`src/rtl/lab2_tx_pkg.sv`:
```
// Shared types and constants for the Lab2 result transmitter.
package lab2_tx_pkg;

  localparam int unsigned SUM_W   = 4;
  localparam int unsigned BYTE_W  = 8;
  localparam int unsigned STATE_W = 3;

  localparam logic [STATE_W-1:0] S_IDLE   = 3'd0;
  localparam logic [STATE_W-1:0] S_PREFIX = 3'd1;
  localparam logic [STATE_W-1:0] S_CARRY  = 3'd2;
  localparam logic [STATE_W-1:0] S_SUM    = 3'd3;
  localparam logic [STATE_W-1:0] S_CR     = 3'd4;
  localparam logic [STATE_W-1:0] S_LF     = 3'd5;

  localparam logic [BYTE_W-1:0] ASCII_0  = 8'h30;
  localparam logic [BYTE_W-1:0] ASCII_A  = 8'h41;
  localparam logic [BYTE_W-1:0] ASCII_CR = 8'h0D;
  localparam logic [BYTE_W-1:0] ASCII_LF = 8'h0A;

  typedef struct packed {
    logic             sub;
    logic             cout;
    logic [SUM_W-1:0] sum;
  } result_t;

endpackage

```
`src/rtl/nibble_to_ascii.sv`:
```
// Combinational 4-bit value to uppercase ASCII hex digit.
module nibble_to_ascii
  import lab2_tx_pkg::*;
(
  input  logic [SUM_W-1:0]  nibble,
  output logic [BYTE_W-1:0] ascii_c
);

  always_comb begin
    if (nibble < SUM_W'(10)) ascii_c = ASCII_0 + BYTE_W'(nibble);
    else                     ascii_c = ASCII_A + BYTE_W'(nibble - SUM_W'(10));
  end

endmodule

```
`src/rtl/lab2_result_tx.sv`:
```
// Captures adder results on the i_rdy rising edge and streams each one
// to the UART TX as an ASCII line: prefix, [carry], hex sum, CR, [LF].
module lab2_result_tx
  import lab2_tx_pkg::*;
#(
  parameter logic [BYTE_W-1:0] PREFIX_CHAR = 8'h3D,
  parameter bit                SEND_LF     = 1'b1
) (
  input  logic              i_clk_in,
  input  logic              i_rst,
  input  logic              i_rdy,
  input  logic [SUM_W-1:0]  i_sum,
  input  logic              i_cout,
  input  logic              i_sub,
  output logic [BYTE_W-1:0] o_tx_data,
  output logic              o_tx_valid,
  input  logic              i_tx_ready,
  output logic              o_busy,
  output logic              o_overrun,
  output logic [7:0]        o_lines
);

  logic [STATE_W-1:0] state_q, state_n;
  result_t            act_q, act_n, pend_q, pend_n, cap_res;
  logic               pend_full_q, pend_full_n;
  logic               rdy_d, cap, take, accept;
  logic               overrun_n, valid_n, busy_n;
  logic [BYTE_W-1:0]  data_n, sum_char_c;
  logic [7:0]         lines_n;

  assign cap     = i_rdy & ~rdy_d;
  assign cap_res = '{sub: i_sub, cout: i_cout, sum: i_sum};
  assign accept  = o_tx_valid & i_tx_ready;

  // SUM is only ever entered mid-line, so the active register is already stable
  nibble_to_ascii u_hex (
    .nibble  (act_q.sum),
    .ascii_c (sum_char_c)
  );

  always_comb begin
    state_n     = state_q;
    act_n       = act_q;
    pend_n      = pend_q;
    pend_full_n = pend_full_q;
    overrun_n   = o_overrun;
    lines_n     = o_lines;
    take        = 1'b0;
    data_n      = o_tx_data;

    case (state_q)
      S_IDLE: begin
        if (pend_full_q) begin
          take    = 1'b1;
          act_n   = pend_q;
          state_n = S_PREFIX;
        end
      end
      S_PREFIX: if (accept) state_n = act_q.sub ? S_SUM : S_CARRY;
      S_CARRY:  if (accept) state_n = S_SUM;
      S_SUM:    if (accept) state_n = S_CR;
      S_CR: begin
        if (accept) begin
          if (SEND_LF) begin
            state_n = S_LF;
          end else begin
            state_n = S_IDLE;
            lines_n = o_lines + 8'd1;
          end
        end
      end
      S_LF: begin
        if (accept) begin
          state_n = S_IDLE;
          lines_n = o_lines + 8'd1;
        end
      end
      default: state_n = S_IDLE;
    endcase

    // A capture landing while the slot is being drained refills it cleanly
    if (cap) begin
      if (!pend_full_q || take) begin
        pend_n      = cap_res;
        pend_full_n = 1'b1;
      end else begin
        overrun_n = 1'b1;
      end
    end else if (take) begin
      pend_full_n = 1'b0;
    end

    case (state_n)
      S_PREFIX: data_n = PREFIX_CHAR;
      S_CARRY:  data_n = ASCII_0 + BYTE_W'(act_q.cout);
      S_SUM:    data_n = sum_char_c;
      S_CR:     data_n = ASCII_CR;
      S_LF:     data_n = ASCII_LF;
      default:  data_n = o_tx_data;
    endcase

    valid_n = (state_n != S_IDLE);
    busy_n  = valid_n | pend_full_n;
  end

  always_ff @(posedge i_clk_in or posedge i_rst) begin
    if (i_rst) begin
      state_q     <= S_IDLE;
      act_q       <= '0;
      pend_q      <= '0;
      pend_full_q <= 1'b0;
      rdy_d       <= 1'b0;
      o_tx_valid  <= 1'b0;
      o_tx_data   <= '0;
      o_busy      <= 1'b0;
      o_overrun   <= 1'b0;
      o_lines     <= '0;
    end else begin
      state_q     <= state_n;
      act_q       <= act_n;
      pend_q      <= pend_n;
      pend_full_q <= pend_full_n;
      rdy_d       <= i_rdy;
      o_tx_valid  <= valid_n;
      o_tx_data   <= data_n;
      o_busy      <= busy_n;
      o_overrun   <= overrun_n;
      o_lines     <= lines_n;
    end
  end

endmodule
```
`config.mk`:
```
export PLATFORM = sky130hd
export DESIGN_NAME = lab2_result_tx
export DESIGN_NICKNAME = d
export VERILOG_FILES = /design/src/rtl/lab2_tx_pkg.sv /design/src/rtl/nibble_to_ascii.sv /design/src/rtl/lab2_result_tx.sv
export SDC_FILE = /design/constraint.sdc
export NUM_CORES = 1
export LEC_CHECK = 0
export CORE_AREA = 10 10 75 77
export DETAILED_ROUTE_END_ITERATION = 6
export DIE_AREA = 0 0 85 87
export HOLD_SLACK_MARGIN = 0.06
export PLACE_DENSITY = 0.71
export SLEW_MARGIN = 0
export SYNTH_ARGS = -nofsm -noshare
export SYNTH_HDL_FRONTEND = slang
export SYNTH_HIERARCHICAL = 1
export SYNTH_SLANG_ARGS = --single-unit
export TNS_END_PERCENT = 20
```
`constraint.sdc`:
```
create_clock -name i_clk_in -period 2 [get_ports i_clk_in]
set_input_delay 0.4 -clock i_clk_in [delete_from_list [all_inputs] [get_ports i_clk_in]]
set_output_delay 0.4 -clock i_clk_in [all_outputs]
set_load 0.01 [all_outputs]
```
==> results.py <==
metrics = {
    "final_layout": {
        "stdcell_count": 246,
        "nNetsFinal": 208,
        "drive_gt1_share_pct": 24.2,
        "syn_to_final_growth_pct": 26.3,
        "fin_area_sq_um": 2280,
        "nFillCells": 365,
        "antenna_cells": 0,
    },
    "synth": {
        "syn_inst": 155,
        "synth-async-reset-ratio_pct": 100,
        "yosysWarnings": 6,
        "synth_fp_nets": 170,
        "netlist_area_sq_um": 1810,
        "synth_seq_cells": 36,
        "synth_top_area_cell": "dfrtp_1",
        "synth_edf_count": 0,
        "synthFlopType": "dfrtp_1",
        "synth_area_leaders": "dfrtp_1 (50%), mux2_2 (6.2%), ha_1 (3.5%), xor2_1 (3.4%), mux2_1 (2.5%)",
        "yosysUniqueCellTypes": 45,
        "synth_top_cell_area_share_pct": 49.9,
        "synth_seq_area_share_pct": 49.9,
        "syn_area_per_cell_sq_um": 11.7,
    },
    "drt": {
        "dr.pass1.iters": 4,
        "drt-total-wl_um": 3420,
        "drtIter0Drc": 64,
        "drc": 0,
        "dr_total_vias": 1210,
        "viasPerCell": 4.92,
        "drtAntennaViolNets": 0,
        "wl_per_cell_um": 13.9,
    },
    "placed_design": {
        "place_hpwl_um": 2690,
        "preCtsSetupSlack_ns": -0.0860,
        "dp.cells": 238,
        "io_buffers": 28,
        "dpl_cell_area_sq_um": 2170,
        "gp_congestion": 0.825,
    },
    "floorplan": {
        "die_h_um": 87,
        "start_util_pct": 42.7,
        "io_pins": 29,
        "core_area_sq_um": 4230,
        "dieArea_sq_um": 7400,
        "die_x_um": 85,
        "rows": 24,
    },
    "clock_network": {
        "clkLatencyLatePin_ns": 0.29,
        "post_cts_resized": 0,
        "cts.sink_count": 36,
        "cts_buffers": 5,
        "htree_levels": 2,
        "cts_tree": "built",
        "ctsLongestPathBuffers": 2,
        "cts_root_buf": "clkbuf_8",
        "clkTransAtPathRegs_ns": 0.07,
        "hold_buffers": 0,
        "cts_setup_buffers": 0,
    },
    "sta": {
        "max_freq_ghz": 0.561,
        "worstMarginPinSlew_ns": 0.582,
        "tns_ns": 0,
        "fin_ws_ns": 0.219,
        "clock-skew-final_ns": 0.00308,
        "hold_slack_ns": 0.476,
        "fin_crit_sh_pct": 89.1,
        "slew_headroom_pct": 60.8,
        "min_period_ns": 1.78,
        "rsz0062_at_grt": "no",
        "finalHoldViolations": 0,
        "finalMaxSlewViolations": 0,
        "finalSetupViolCount": 0,
    },
    "critical_path": {
        "critical_path_required_ns": 2.22,
        "cp.arrival_ns": 2.00,
        "worst_setup_path_start_kind": "primary input",
        "crit_type": "in -> reg",
        "cp-end-kind": "register",
        "crit_fanout": 9,
    },
    "power": {
        "power_density_nw_per_um2": 1580,
        "p_leak_nw": 1.02,
        "ir_worst_vdd_uv": 629,
    },
    "global_routing": {
        "antenna_found_initial": 0,
        "grt_pass1_wl_um": 5990,
        "grt_overflow_total": 0,
        "grt_max_degree": 37,
        "grt_usage_pct": 10.1,
        "grt_pass1_vias": 1294,
    },
    "outcome": {
        "outcome": "completed",
    },
    "flow_run": {
        "drv_cap": 0,
    },
    "worst_hold_path": {
        "worstHoldPathType": "reg -> reg",
    },
}
[report_power, final]
part	leakage (nW)	switching (mW)	internal, mW
Sequential	0.430	0.245	1.00
Combinational	0.533	0.809	0.928
Clock	0.0541	0.261	0.368
[metal layers]
layer  vias to the layer above  GRT usage (%)  routed length [um]
met2                        24           16.8                1780
met1                       577           10.5                1380
li1                        600              -                   -
met3                         9           3.28                 148
met5                         -              0                   0
met4                         0           6.89                 112
[cells in the mapped netlist (3+ instances only)]
cell and instances:
nor2_2 3, a211oi_2 3, o21ai_0 5, xnor2_1 5, nand3_1 5, buf_2 3, xor2_1 7, a21oi_1 3
inv_1 11, nand2_1 11, buf_6 3, ha_1 5, mux2_1 4, dfrtp_1 36, mux2_2 10, nor3_1 3
nor2_1 4, nand4_1 3
[registers in the layout, summed over array words and instances, names as in the netlist]
register,cells
o_lines,8
o_tx_data,8
act_q,6
pend_q,6
state_q,3
o_busy,1
o_overrun,1
o_tx_valid,1
pend_full_q,1
rdy_d,1
[cell families after synthesis]
group / count (synthesis) / share of synthesized area, %
muxes: 15 / 9.97
other: 1 / 0.208
AOI/OAI and AO/OA: 23 / 10.5
and+or+nand+nor: 44 / 14.3
xor gates and xnor gates: 12 / 5.82
adders and majority gates: 5 / 3.46
DFF: 36 / 49.9
buffers and inverters: 19 / 5.89
[through the flow]
step	utilization, %	total power, mW
3_5_place_dp	51.3	3.02
6_report	53.9	3.61
4_1_cts	53.9	3.66
3_3_place_gp	51.3	2.91
2_1_floorplan	-	2.46
5_1_grt	53.9	3.89
[worst max-delay path, stage by stage]
cell,delay [ns]
clkdlybuf4s50_1,0.58
nand3_1,0.10
a21oi_1,0.20
o32a_4,0.24
mux2_2,0.34
o22ai_1,0.14
[path summary, 6_finish.rpt]
check / startpoint / cells after the start / slack [ns] / to
worst max-delay path: i_tx_ready / 6 / 0.22 / o_tx_data[0]
min in group asynchronous: i_rst / 3 / 0.51 / o_lines[1]
max in group asynchronous: i_rst / 3 / 1.19 / o_tx_data[6]
worst min register to register: o_lines[7] / 1 / 0.48 / o_lines[7]
worst min-delay path: o_lines[7] / 1 / 0.48 / o_lines[7]
worst max register to register: state_q[1] / 3 / 0.28 / o_busy
[layout make-up]
cell class	count	area [sq um]	area share, %
clock buffers	5	68.8	3.02
multi-input cells	100	800	35.0
repair buffers	38	355	15.6
flip-flops and latches	36	901	39.5
clock inverters	3	42.5	1.86
inverters	12	50.0	2.19
well taps	52	65.1	2.85
[layout by cell type, fill, tap and decap left out, types with 5 or more instances in the layout]
master           instances
dfrtp_1                 36
clkdlybuf4s50_1         28
nand2_1                 11
inv_1                   11
mux2_2                  10
buf_4                   10
xor2_1                   7
nand3_1                  5
o21ai_0                  5
xnor2_1                  5
ha_1                     5
clkbuf_8                 5
No activity file was read; power rests on OpenSTA's default activity.
